## src/rtl/riscv_v_stage_rx_buffer.sv

```systemverilog
// Receive buffer behind a fixed-latency riscv_v_stage delay line: credit-based
// launch grants upstream, FIFO absorption of delayed beats, valid/ready downstream.

module riscv_v_stage_rx_buffer #(
  parameter int DATA_W     = 9,
  parameter int DEPTH      = 4,
  parameter int NUM_STAGES = 1
) (
  input  logic                         clk,
  input  logic                         rst,
  input  logic                         flush,
  input  logic                         up_req,
  output logic                         up_grant,
  input  logic                         in_valid,
  input  logic [DATA_W-1:0]            in_data,
  output logic                         out_valid,
  output logic [DATA_W-1:0]            out_data,
  input  logic                         out_ready,
  output logic [$clog2(DEPTH+1)-1:0]   count,
  output logic [$clog2(DEPTH+1)-1:0]   inflight,
  output logic                         proto_err
);

  localparam int CW = $clog2(DEPTH + 1);
  localparam int PW = (DEPTH > 1) ? $clog2(DEPTH) : 1;
  localparam logic [CW:0]   DEPTH_W  = (CW + 1)'(DEPTH);
  localparam logic [PW-1:0] LAST_PTR = PW'(DEPTH - 1);

  logic [DATA_W-1:0] mem_r [DEPTH];
  logic [PW-1:0]     wr_ptr_r, rd_ptr_r, wr_ptr_nx, rd_ptr_nx;
  logic [CW-1:0]     count_r, inflight_r, count_nx, inflight_nx;
  logic              proto_r, proto_nx;
  logic              launch_s, arrive_s, spurious_s, pop_s, credit_ok_s;
  logic [CW:0]       used_s;

  // Pointers wrap at DEPTH-1 so non-power-of-two depths work.
  function automatic logic [PW-1:0] ptr_inc(input logic [PW-1:0] p);
    if (p == LAST_PTR) begin
      ptr_inc = {PW{1'b0}};
    end else begin
      ptr_inc = p + PW'(1);
    end
  endfunction

  // A pop never returns a credit in the same cycle; only registered occupancy counts.
  assign used_s      = {1'b0, count_r} + {1'b0, inflight_r};
  assign credit_ok_s = (used_s < DEPTH_W);
  assign up_grant    = up_req && !flush && credit_ok_s;
  assign launch_s    = up_grant;
  assign arrive_s    = in_valid && (inflight_r != {CW{1'b0}}) && !flush;
  assign spurious_s  = in_valid && (inflight_r == {CW{1'b0}}) && !flush;
  assign pop_s       = (count_r != {CW{1'b0}}) && out_ready && !flush;

  assign out_valid = (count_r != {CW{1'b0}});
  assign out_data  = mem_r[rd_ptr_r];
  assign count     = count_r;
  assign inflight  = inflight_r;
  assign proto_err = proto_r;

  // Next-state for occupancy, credits, pointers and the sticky error flag.
  always_comb begin
    count_nx    = count_r;
    inflight_nx = inflight_r;
    wr_ptr_nx   = wr_ptr_r;
    rd_ptr_nx   = rd_ptr_r;
    proto_nx    = proto_r | spurious_s;
    if (flush) begin
      count_nx    = {CW{1'b0}};
      inflight_nx = {CW{1'b0}};
      wr_ptr_nx   = {PW{1'b0}};
      rd_ptr_nx   = {PW{1'b0}};
    end else begin
      case ({launch_s, arrive_s})
        2'b10:   inflight_nx = inflight_r + CW'(1);
        2'b01:   inflight_nx = inflight_r - CW'(1);
        default: inflight_nx = inflight_r;
      endcase
      case ({arrive_s, pop_s})
        2'b10:   count_nx = count_r + CW'(1);
        2'b01:   count_nx = count_r - CW'(1);
        default: count_nx = count_r;
      endcase
      if (arrive_s) begin
        wr_ptr_nx = ptr_inc(wr_ptr_r);
      end else begin
        wr_ptr_nx = wr_ptr_r;
      end
      if (pop_s) begin
        rd_ptr_nx = ptr_inc(rd_ptr_r);
      end else begin
        rd_ptr_nx = rd_ptr_r;
      end
    end
  end

  // Control state registers.
  always_ff @(posedge clk or posedge rst) begin
    if (rst) begin
      count_r    <= {CW{1'b0}};
      inflight_r <= {CW{1'b0}};
      wr_ptr_r   <= {PW{1'b0}};
      rd_ptr_r   <= {PW{1'b0}};
      proto_r    <= 1'b0;
    end else begin
      count_r    <= count_nx;
      inflight_r <= inflight_nx;
      wr_ptr_r   <= wr_ptr_nx;
      rd_ptr_r   <= rd_ptr_nx;
      proto_r    <= proto_nx;
    end
  end

  // Payload storage; contents are qualified by count, so no reset is needed.
  always_ff @(posedge clk) begin
    if (arrive_s) begin
      mem_r[wr_ptr_r] <= in_data;
    end
  end

  riscv_v_stage_rx_buffer_chk #(
    .DEPTH      (DEPTH),
    .NUM_STAGES (NUM_STAGES),
    .CW         (CW)
  ) u_chk (
    .clk      (clk),
    .rst      (rst),
    .launch   (launch_s),
    .arrive   (arrive_s),
    .count    (count_r),
    .inflight (inflight_r)
  );

endmodule

// Invariant checker for the receive buffer's credit accounting.
module riscv_v_stage_rx_buffer_chk #(
  parameter int DEPTH      = 4,
  parameter int NUM_STAGES = 1,
  parameter int CW         = 3
) (
  input logic          clk,
  input logic          rst,
  input logic          launch,
  input logic          arrive,
  input logic [CW-1:0] count,
  input logic [CW-1:0] inflight
);

  localparam logic [CW:0] DEPTH_W = (CW + 1)'(DEPTH);

  logic [CW:0] used_s;
  assign used_s = {1'b0, count} + {1'b0, inflight};

  // Credit invariants sampled on every active edge outside reset.
  always_ff @(posedge clk) begin
    if (!rst) begin
      assert (used_s <= DEPTH_W);
      assert (!(arrive && (inflight == {CW{1'b0}})));
      assert (!(arrive && ({1'b0, count} == DEPTH_W)));
      assert (!(launch && (used_s == DEPTH_W)));
      assert (DEPTH >= NUM_STAGES + 1);
    end
  end

endmodule

```

## config.mk

```make
export PLATFORM = sky130hd
export DESIGN_NAME = riscv_v_stage_rx_buffer
export DESIGN_NICKNAME = d
export VERILOG_FILES = /design/src/rtl/riscv_v_stage_rx_buffer.sv
export SDC_FILE = /design/constraint.sdc
export NUM_CORES = 1
export LEC_CHECK = 0
export BUFFER_PORTS_ARGS = -buffer_cell sky130_fd_sc_hd__buf_2
export CAP_MARGIN = 40
export CORE_MARGIN = 1
export CORE_UTILIZATION = 45
export CTS_CLUSTER_SIZE = 25
export DETAILED_ROUTE_END_ITERATION = 10
export GPL_TIMING_DRIVEN = 0
export PLACE_DENSITY_LB_ADDON = 0.15
export SYNTH_ARGS = -nofsm -noshare
export SYNTH_HDL_FRONTEND = slang
export SYNTH_SLANG_ARGS = --single-unit
```

## constraint.sdc

```tcl
create_clock -name clk -period 5 [get_ports clk]
set_clock_uncertainty 0.15 [all_clocks]
set_input_delay 1.5 -clock clk [delete_from_list [all_inputs] [get_ports clk]]
set_output_delay 1.5 -clock clk [all_outputs]
set_load 0.005 [all_outputs]
```

==> metrics.md <==
| Metric | Value |
|---|---|
| Share of layout cells above drive strength 1 | `0.355` |
| CP endpoint kind | `output port` |
| Crit Path Max Fanout | `5` |
| Synthesized area | `2120 um^2` |
| Slew @ Worst Pin | `0.655 ns` |
| Initial Utilization | `0.477` |
| Arrival time worst endpoint | `2.43 ns` |
| Row Count | `24` |
| Routed via count | `1237` |
| Failing checks | `design-rule violations` |
| Leak | `0.941 nW` |
| ANT nets after route | `0` |
| Io pins | `33` |
| Antenna cell count | `0` |
| Post-synthesis sequential area ratio | `0.639` |
| Finished layout cell area | `2420 um^2` |
| Tot Pwr | `1.14 mW` |
| # nets final | `192` |
| Buf+Inv Stages, Crit Path | `3` |
| Final min period | `4.08 ns` |
| Synth top area share | `0.509` |
| Post-CTS Setup Bufs | `0` |
| Final period util | `0.817` |
| Vias per cell | `5.60` |
| CP delay by family, top | `simple AND/OR/NAND/NOR gates` |
| First-pass GRT wire length | `6300 um` |
| # clock sinks | `47` |
| Syn_area_per_cell | `16.2 um^2` |
| Ys flop type | `edfxtp_1` |
| Reg power frac | `0.463` |
| Setup Viol. Count Final | `0` |
| Post-CTS sizing | `0` |
| Max incr delay on CP | `0.37 ns` |
| Worst slack at placement | `0.916 ns` |
| Net Sw Frac | `0.329` |
| Yosys warns | `0` |
| Maxcap violations | `0` |
| Total CTS buffers | `5` |
| H-Tree Depth | `2` |
| Pin count of the biggest net entering global routing | `14` |
| Final wirelength | `3730 um` |
| Most common cell after layout, fill and taps aside | `edfxtp_1` |
| Area contributors post-synth | `edfxtp_1 51%, dfrtp_1 13%, mux4_2 9.6%` |
| Die X | `70.7 um` |
| Comb power frac | `0.354` |
| Sw power | `0.376 mW` |
| Initial drt markers | `63` |
| Fin. Hold Viols | `0` |
| P&R area growth vs syn | `14.0%` |
| Clock transition at path regs | `0.08 ns` |
| Final worst slack | `0.915 ns` |
| Area of placed instances | `2340 um^2` |
| Drt pass-1 iters | `7` |
| Setup Crit Path Kind | `input pin to output port` |
| RSZ-0062 raised after global routing | `false` |
| Maximum root-to-sink buffer count | `2` |
| Cell mode on critical path | `buf_2` |
| Power Dens Cells | `473 nW/um^2` |
| CTS tree | `built` |
| Slew HR | `0.563` |
| Total gr overflow | `0` |
| Synth async-reset ratio | `0.234` |
| Clock power frac | `0.183` |
| Netlist cell types | `38` |
| Synth area leader | `edfxtp_1` |
| Die height | `70.7 um` |
| Number of global-route vias before repair | `1284` |
| Post-DP HPWL | `2600 um` |
| Hold buffer count at cts | `0` |
| Avg WL per Cell | `16.9 um` |
| Internal power | `0.768 mW` |
| Mapped Nets | `154` |
| Status | `finished with violations` |
| Number of antenna violations at the first check in global routing | `0` |
| Post-synth EDFFs | `36` |
| Skew-Pair Late Insertion Delay | `0.29 ns` |
| Fin Setup TNS | `0 ns` |
| I/O Buffers | `31` |
| Worst Setup Start Kind | `input pin` |
| GRT Util Overall | `0.170` |
| Non-Filler Instances | `221` |
| VDD IR max | `0.000220 V` |
| Cell count after synthesis | `131` |
| GP Congestion | `0.769` |
| CORE AREA | `4440 um^2` |
| CP max-delay cell | `nor4b_2` |
| Root Driver | `clkbuf_8` |
| Die Area | `4990 um^2` |
| FF+latch count, synth | `47` |
| Slew Limit Fails | `0` |
| Fillers | `383` |
| Hold WC Path Type | `register to register` |
| Critical Path RT | `3.35 ns` |
| Placed Instances | `214` |
| Fmax | `245 MHz` |
| Most frequent cells in the layout | `36 x edfxtp_1, 34 x buf_2, 11 x dfrtp_1, 9 x mux4_2, 7 x nor2_1` |
| Post-route DRC | `2` |
| Worst path cell trace | `buf_2, nor4b_2, and3b_1, buf_2, buf_2` |
cells in the mapped netlist (2+ instances only):
| cell type | n |
|---|---|
| a21oi_1 | 5 |
| and3_2 | 4 |
| buf_2 | 3 |
| clkbuf_1 | 2 |
| dfrtp_1 | 11 |
| edfxtp_1 | 36 |
| fa_1 | 2 |
| ha_1 | 6 |
| inv_1 | 4 |
| mux2i_1 | 3 |
| mux4_2 | 9 |
| nand2_1 | 4 |
| nand3_1 | 3 |
| nor2_1 | 7 |
| nor2b_1 | 4 |
| nor3_1 | 3 |
| or3_1 | 2 |
| xnor2_1 | 3 |
logic make-up after synthesis:
logic type | after synthesis | synth area share
AO/OA/AOI/OAI | 15 | 0.0584
XOR/XNOR | 4 | 0.0165
adder cells (fa/ha/maj) | 8 | 0.0542
buffers and inverters | 10 | 0.0230
flip-flops | 47 | 0.639
multiplexers | 13 | 0.117
AND/OR/NAND/NOR | 34 | 0.0920
layer usage:
layer,routed length (um),vias up,global-route usage,share of wire
li1,-,579,-,-
met1,1560,615,0.203,0.42
met2,1930,33,0.290,0.52
met3,158,10,0.0484,0.042
met4,82,0,0.0756,0.022
met5,0,-,0,0
registers in the layout (all words and copies together) (netlist names):
| register | flops |
|---|---|
| mem_r | 36 |
| count | 3 |
| inflight | 3 |
| rd_ptr_r | 2 |
| wr_ptr_r | 2 |
| proto_err | 1 |
layout make-up:
type / count / area [um^2] / area share
buffer: 6 / 33.8 / 0.0140
clock buffer: 5 / 68.8 / 0.0284
clock inverter: 2 / 8.76 / 0.00362
inverter: 4 / 15.0 / 0.00620
multi-input combinational: 74 / 717 / 0.296
sequential: 47 / 1360 / 0.560
tap: 52 / 65.1 / 0.0269
timing repair buffer: 31 / 155 / 0.0641
worst reg2reg max path, delay by kind of cell, from the launching register on:
family          cells  cell delay (ns)
buf+inv             1             0.14
simple gates        4             0.80
flops               1             0.51
compound gates      1             0.29
fa+ha+maj           2             0.76
power groups by stage:
stage	combinational (mW)	clock, mW	sequential (mW)
4_1_cts	0.411	0.216	0.531
2_1_floorplan	0.292	0	0.529
5_1_grt	0.454	0.234	0.539
3_5_place_dp	0.409	0	0.541
3_3_place_gp	0.394	0	0.536
6_report	0.405	0.209	0.530
stage by stage:
stage / utilization / hold slack [ns]
after global placement: 0.527 / 0.290
after detailed placement: 0.527 / 0.305
after global routing: 0.544 / 0.357
after floorplan: - / 0.301
final: 0.544 / 0.321
after CTS: 0.544 / 0.325
worst paths after layout:
| path | startpoint | end | cells after the start | slack, ns |
|---|---|---|---|---|
| max reg2reg | inflight[1]$_DFFE_PP0P_ | inflight[1]$_DFFE_PP0P_ | 8 | 2.25 |
| min in group asynchronous | rst | count[2]$_DFFE_PP0P_ | 2 | 1.05 |
| max in group asynchronous | rst | proto_err$_DFF_PP0_ | 2 | 3.34 |
| min reg2reg | proto_err$_DFF_PP0_ | proto_err$_DFF_PP0_ | 1 | 0.32 |
| max | up_req | up_grant | 5 | 0.92 |
| min | proto_err$_DFF_PP0_ | proto_err$_DFF_PP0_ | 1 | 0.32 |
(Power assumes the default switching activity.)
